## src/rtl/cp0_pkg.sv

```systemverilog
// rtl/cp0_pkg.sv - CP0 register numbers, exception codes and register field positions
package cp0_pkg;

    localparam logic [4:0] REG_COUNT   = 5'd9;
    localparam logic [4:0] REG_COMPARE = 5'd11;
    localparam logic [4:0] REG_SR      = 5'd12;
    localparam logic [4:0] REG_CAUSE   = 5'd13;
    localparam logic [4:0] REG_EPC     = 5'd14;
    localparam logic [4:0] REG_PRID    = 5'd15;

    localparam logic [4:0] EXC_INT  = 5'd0;
    localparam logic [4:0] EXC_ADEL = 5'd4;
    localparam logic [4:0] EXC_ADES = 5'd5;
    localparam logic [4:0] EXC_RI   = 5'd10;
    localparam logic [4:0] EXC_OV   = 5'd12;

    localparam int SR_IE_BIT    = 0;
    localparam int SR_EXL_BIT   = 1;
    localparam int SR_IM_LO     = 10;
    localparam int SR_IM_HI     = 15;
    localparam int CAUSE_IP_LO  = 10;
    localparam int CAUSE_IP_HI  = 15;
    localparam int CAUSE_BD_BIT = 31;

    // Word-aligned restart PC: a delay-slot fault restarts at the branch.
    function automatic logic [29:0] epc_of(input logic [31:0] pc, input logic bd);
        logic [31:0] p;
        p = bd ? pc - 32'd4 : pc;
        return p[31:2];
    endfunction

endpackage

```

## src/rtl/cp0_count_compare.sv

```systemverilog
// rtl/cp0_count_compare.sv - Count/Compare timer with sticky TI flag, built only with CP0_COUNT_EN
`ifdef CP0_COUNT_EN
module cp0_count_compare
    import cp0_pkg::*;
(
    input  logic        clk,
    input  logic        reset,
    input  logic [4:0]  addr,
    input  logic [31:0] Din,
    input  logic        we,
    output logic [31:0] count,
    output logic [31:0] compare,
    output logic        ti
);

    always_ff @(posedge clk or negedge reset) begin
        if (!reset) begin
            count   <= 32'd0;
            compare <= 32'd0;
            ti      <= 1'b0;
        end else begin
            if (we && addr == REG_COUNT) count <= Din;
            else                         count <= count + 32'd1;
            // Writing Compare acknowledges the timer, even on a matching cycle.
            if (we && addr == REG_COMPARE) begin
                compare <= Din;
                ti      <= 1'b0;
            end else if (count == compare) begin
                ti      <= 1'b1;
            end
        end
    end

endmodule
`endif

```

## src/rtl/cp0_intc.sv

```systemverilog
// rtl/cp0_intc.sv - CP0 interrupt/exception responder (SR/Cause/EPC/PRId); CP0_COUNT_EN adds Count/Compare
module cp0_intc
    import cp0_pkg::*;
#(
    parameter logic [31:0] PRID    = 32'h0000_4D50,
    parameter logic [31:0] HANDLER = 32'h0000_4180
) (
    input  logic        clk,
    input  logic        reset,
    input  logic [4:0]  addr,
    input  logic [31:0] Din,
    input  logic        we,
    output logic [31:0] Dout,
    input  logic [5:0]  HWInt,
    input  logic        exc_in,
    input  logic [4:0]  exc_code,
    input  logic        bd_in,
    input  logic [31:0] pc_in,
    input  logic        eret,
    output logic        IntReq,
    output logic [31:0] epc,
    output logic [31:0] vector
);

    logic [5:0]  im;
    logic        exl;
    logic        ie;
    logic        bd;
    logic [5:0]  ip;
    logic [4:0]  exccode;
    logic [29:0] epc_q;
    logic        int_pend;
    logic        take;
    logic        sr_we;
    logic        epc_we;
    logic        ti;

`ifdef CP0_COUNT_EN
    logic [31:0] count;
    logic [31:0] compare;

    cp0_count_compare u_count_compare (
        .clk     (clk),
        .reset   (reset),
        .addr    (addr),
        .Din     (Din),
        .we      (we),
        .count   (count),
        .compare (compare),
        .ti      (ti)
    );
`else
    assign ti = 1'b0;
`endif

    assign sr_we    = we && (addr == REG_SR);
    assign epc_we   = we && (addr == REG_EPC);
    assign int_pend = (|(ip & im)) & ie & ~exl;
    assign take     = int_pend | (exc_in & ~exl);
    // Gated by reset so the request drops the moment reset asserts.
    assign IntReq   = take & reset;
    assign epc      = {epc_q, 2'b00};
    assign vector   = HANDLER;

    always_ff @(posedge clk or negedge reset) begin
        if (!reset) begin
            im      <= 6'd0;
            exl     <= 1'b0;
            ie      <= 1'b0;
            bd      <= 1'b0;
            ip      <= 6'd0;
            exccode <= 5'd0;
            epc_q   <= 30'd0;
        end else begin
            ip <= {HWInt[5] | ti, HWInt[4:0]};
            if (sr_we) begin
                im <= Din[SR_IM_HI:SR_IM_LO];
                ie <= Din[SR_IE_BIT];
            end
            // Entry outranks eret, which outranks an mtc0 to EXL or EPC.
            if (take) begin
                exl     <= 1'b1;
                bd      <= bd_in;
                exccode <= int_pend ? EXC_INT : exc_code;
                epc_q   <= epc_of(pc_in, bd_in);
            end else begin
                if (eret)       exl <= 1'b0;
                else if (sr_we) exl <= Din[SR_EXL_BIT];
                if (epc_we)     epc_q <= Din[31:2];
            end
        end
    end

    always_comb begin
        Dout = 32'd0;
        case (addr)
            REG_SR:    Dout = {16'd0, im, 8'd0, exl, ie};
            REG_CAUSE: Dout = {bd, 15'd0, ip, 3'd0, exccode, 2'b00};
            REG_EPC:   Dout = {epc_q, 2'b00};
            REG_PRID:  Dout = PRID;
`ifdef CP0_COUNT_EN
            REG_COUNT:   Dout = count;
            REG_COMPARE: Dout = compare;
`endif
            default:   Dout = 32'd0;
        endcase
    end

endmodule

```

## config.mk

```make
export PLATFORM = sky130hd
export DESIGN_NAME = cp0_intc
export DESIGN_NICKNAME = d
export VERILOG_FILES = /design/src/rtl/cp0_pkg.sv /design/src/rtl/cp0_count_compare.sv /design/src/rtl/cp0_intc.sv
export SDC_FILE = /design/constraint.sdc
export NUM_CORES = 1
export LEC_CHECK = 0
export CAP_MARGIN = 20
export CORE_MARGIN = 2
export CORE_UTILIZATION = 44
export CTS_BUF_LIST = sky130_fd_sc_hd__clkbuf_8
export CTS_CLUSTER_SIZE = 25
export DETAILED_ROUTE_END_ITERATION = 8
export PLACE_DENSITY = 0.89
export REMOVE_ABC_BUFFERS = 1
export SYNTH_ARGS = -nofsm -noshare
export SYNTH_HDL_FRONTEND = slang
export SYNTH_SLANG_ARGS = --single-unit
```

## constraint.sdc

```tcl
create_clock -name clk -period 4.4 [get_ports clk]
set_input_delay 0.88 -clock clk [delete_from_list [all_inputs] [get_ports clk]]
set_output_delay 0.88 -clock clk [all_outputs]
set_load 0.05 [all_outputs]
```

; ---- Word level (Yosys, flattened, before mapping)
; Cells that the tools add are included.
[word_totals]
word_cells = 32
regBits = 50
out_inout_bits = 97
in_bits = 86
[classes]
n_bitwise = 7
muxes = 8
n_eq_ne = 4
reduce_logical = 5
addsub = 1
[op_table]
columns = op, count
row1 = $pmux 32 s4, 1
row2 = $mux 30, 2
row3 = $mux 32, 1
row4 = $sub 32x3->32 const B, 1
row5 = $eq 5x4->1 const B, 4
row6 = $and 6x6->6, 1
row7 = $reduce_or 6->1, 1
row8 = $mux 5, 1
row9 = $and 1x1->1, 4
row10 = $mux 1, 3
row11 = $reduce_bool 3->1, 1
row12 = $logic_and 1x1->1, 2
row13 = $reduce_bool 2->1, 1
row14 = $not 1->1, 1
row15 = $or 1x1->1, 1

; ---- Depth between registers and ports, before layout
[depth]
ltp_word = 6
mapped_depth = 7

; ---- Worst setup path after synthesis
; OpenSTA, ideal clock, no wires.
[synth_path]
path_kind = input port to output port
startpoint = in addr[1]
endpoint = out Dout[0]
required_ns = 3.520
cell_stages = 3
t_arrival_ns = 2.756
slack_ns = 0.764
path_cell_list = buf_2 > buf_1 > nor4_1
[synth_via]
elab_chain_cells = 2
[synth_lines]
columns = element, line_no
row1 = "start, declared", cp0_intc.sv:10  ; input logic [4:0] addr,
row2 = $eq 5x4->1, cp0_intc.sv:96  ; case (addr)
row3 = $pmux 32 s4 (*), cp0_intc.sv:96
row4 = "end, declared", cp0_intc.sv:13  ; output logic [31:0] Dout,
; Every way passes the cells marked *; elsewhere a longest branch is shown, timed or not.

; ---- Worst setup path in the final report
[layout_path]
startpoint = in addr[4]
endpoint = out Dout[10]
; The elaborated chain is that of the path after synthesis.

==> run summary <==
status: complete, no violations
clock buffer count from CTS: 5
layout cells sized above 1: 11.5%
die area: 8560 sq um
YS warnings: 0
gpl congestion: 0.836
HP Class: reg2reg
Cell Area, Placed: 5050 sq um
setup violators final: 0
Yosys cell types: 47
CTS tree: yes
number of DRC markers in iteration 0: 114
final instance area: 5140 sq um
Yosys top cell area share: 36.3%
Worst Tran Pin Value: 0.975 ns
Worst IR Drop VDD: 0.297 mV
total global routing overflow: 0
cell with the most instances after synthesis: mux2i_1
First-pass DRT Iterations: 4
Post-DP HPWL: 7.82 mm
post-layout min period: 3.91 ns
Synth area leader: dfrtp_1
diode count: 0
Max Fclk: 0.256 GHz
post-CTS setup buffer count: 0
Ports: 183
# nets final: 582
GRT Util Overall: 22.6%
Via Count: 3112
synthesized area: 3450 sq um
CTS resizes: 0
global-route wire length before repair: 15.5 mm
initial antenna violation count: 0
Critical Path RT: 3.52 ns
critical path type: in2out
CP peak stage delay: 0.85 ns
Tcrit/Tclk final: 88.8%
Max H-tree Level: 2
Root Driver: clkbuf_8
RSZ-0062 raised after global routing: no
Vert. Die Dim: 92.5 microns
FFs w/ async S/R, synth: 100%
Clock Path Buffers: 2
Synth area leaders: dfrtp_1 36%, mux2i_1 16%, buf_4 7.4%, and2_1 3.6%, xnor2_1 3.6%
clk_skew: 0.00930 ns
DR WL/cell: 16.5 microns
setup TNS: 0 ns
prevailing post-synth register cell: dfrtp_1
sequential share of the synthesized area: 36.3%
Worst setup EP type: output port
Worst Path Max Fanout: 13
number of port buffers: 146
die width: 92.5 microns
Total Wirelength: 9.89 mm
CP arrival: 3.03 ns
Initial Util: 45.1%
Leakage Power: 2.09 nW
worst skew pair latency: 0.30 ns
Mean Syn Cell Area: 9.73 sq um
max cap viols: 0
largest net degree at the start of global routing: 51
Worst-path clk slew: 0.09 ns
count of final max-slew check failures: 0
DR vias/cell: 5.20
Inst Count DP: 590
vias in the first global route: 3197
CP max stage cell: clkdlybuf4s50_1
Worst slew margin: 34.8%
cell mode on critical path: clkdlybuf4s50_1
synthesized instance count: 354
CTS sink cnt: 50
number of routed nets with antenna violations: 0
hold-fix buffer count after cts: 0
worst path cell trace: clkdlybuf4s50_1 -> nand3b_1 -> nor3_1 -> clkdlybuf4s50_1
drt drc: 0
Commonest cells post-synth: 54 x mux2i_1, 50 x dfrtp_1, 34 x buf_4, 25 x nor2_1, 22 x nand2_1
standard-cell rows: 32
area of the core: 7650 sq um
#FFs+latches synth: 50
EDFF count, synth: 0
Layout Cells excl Fill: 598
crit start category: input port
area grow syn2layout: 49.1%
WHS: 0.484 ns
pwr/cell area: 463 nW/um^2
Final Hold Fails: 0
-- report_power, final --
part           internal [mW]  switching (mW)  total, mW
Sequential             0.632           0.139      0.770
Clock                  0.125           0.155      0.280
Combinational          0.483           0.845       1.33
-- layout by cell type (no fill, tap or decap), types with 9 or more instances in the layout --
| cell | count |
|---|---|
| o21ai_1 | 9 |
| dfrtp_1 | 50 |
| nor3_1 | 10 |
| and2_1 | 20 |
| xor2_1 | 13 |
| conb_1 | 34 |
| nand2_1 | 22 |
| buf_4 | 14 |
| nor2_1 | 24 |
| xnor2_1 | 14 |
| clkdlybuf4s50_1 | 120 |
| mux2i_1 | 54 |
| buf_12 | 18 |
-- worst max-delay path, delay by kind of cell --
family	cells	cell delay, ns
buf+inv	2	1.23
simple gates	2	0.90
-- metal layers --
layer	global-route usage, %	up-vias	routed length, microns
met5	0	-	0
met4	7.34	0	216
met3	3.17	21	461
met2	41.4	122	5210
met1	27.3	1506	4000
li1	-	1463	-
-- cells by family after synthesis --
group           synth area share [%]
mux                             18.0
fa+ha+maj                      0.363
xor+xnor                        6.86
compound gates                  7.48
buf+inv                         10.1
flops                           36.3
simple gates                    20.7
other cells                    0.218
-- state kept, by name, indices dropped and copies added (netlist names) --
signal,cells
bd,1
ie,1
im,6
ip,6
exl,1
exccode,5
epc_q,30
-- area by class of cell --
type                       instances  area, sq um
tap                              102          128
clock buffer                       6         82.6
clock inverter                     2         8.76
multi-input combinational        282         1980
inverter                           3         11.3
fill                             605         2510
timing repair buffer             153         1670
sequential                        50         1250
-- final timing paths --
| check | startpoint | endpoint | slack (ns) | cells past startpoint |
|---|---|---|---|---|
| hold / removal | bd | bd | 0.48 | 2 |
| hold reg to reg | bd | bd | 0.48 | 2 |
| min in group asynchronous | reset | epc_q[0] | 0.69 | 2 |
| max in group asynchronous | reset | epc_q[19] | 3.28 | 2 |
| setup reg to reg | im[5] | exl | 2.35 | 4 |
| setup / recovery | addr[4] | Dout[10] | 0.49 | 4 |
-- through the flow --
step                worst slack (ns)  util (%)  power (mW)
floorplan                      0.585         -        1.60
detailed placement             0.462      66.0        2.11
CTS                            0.466      67.2        2.39
global route                   0.351      67.2        2.49
global placement               0.529      66.0        2.07
finish                         0.495      67.2        2.38
No activity file was read; power rests on OpenSTA's default activity.
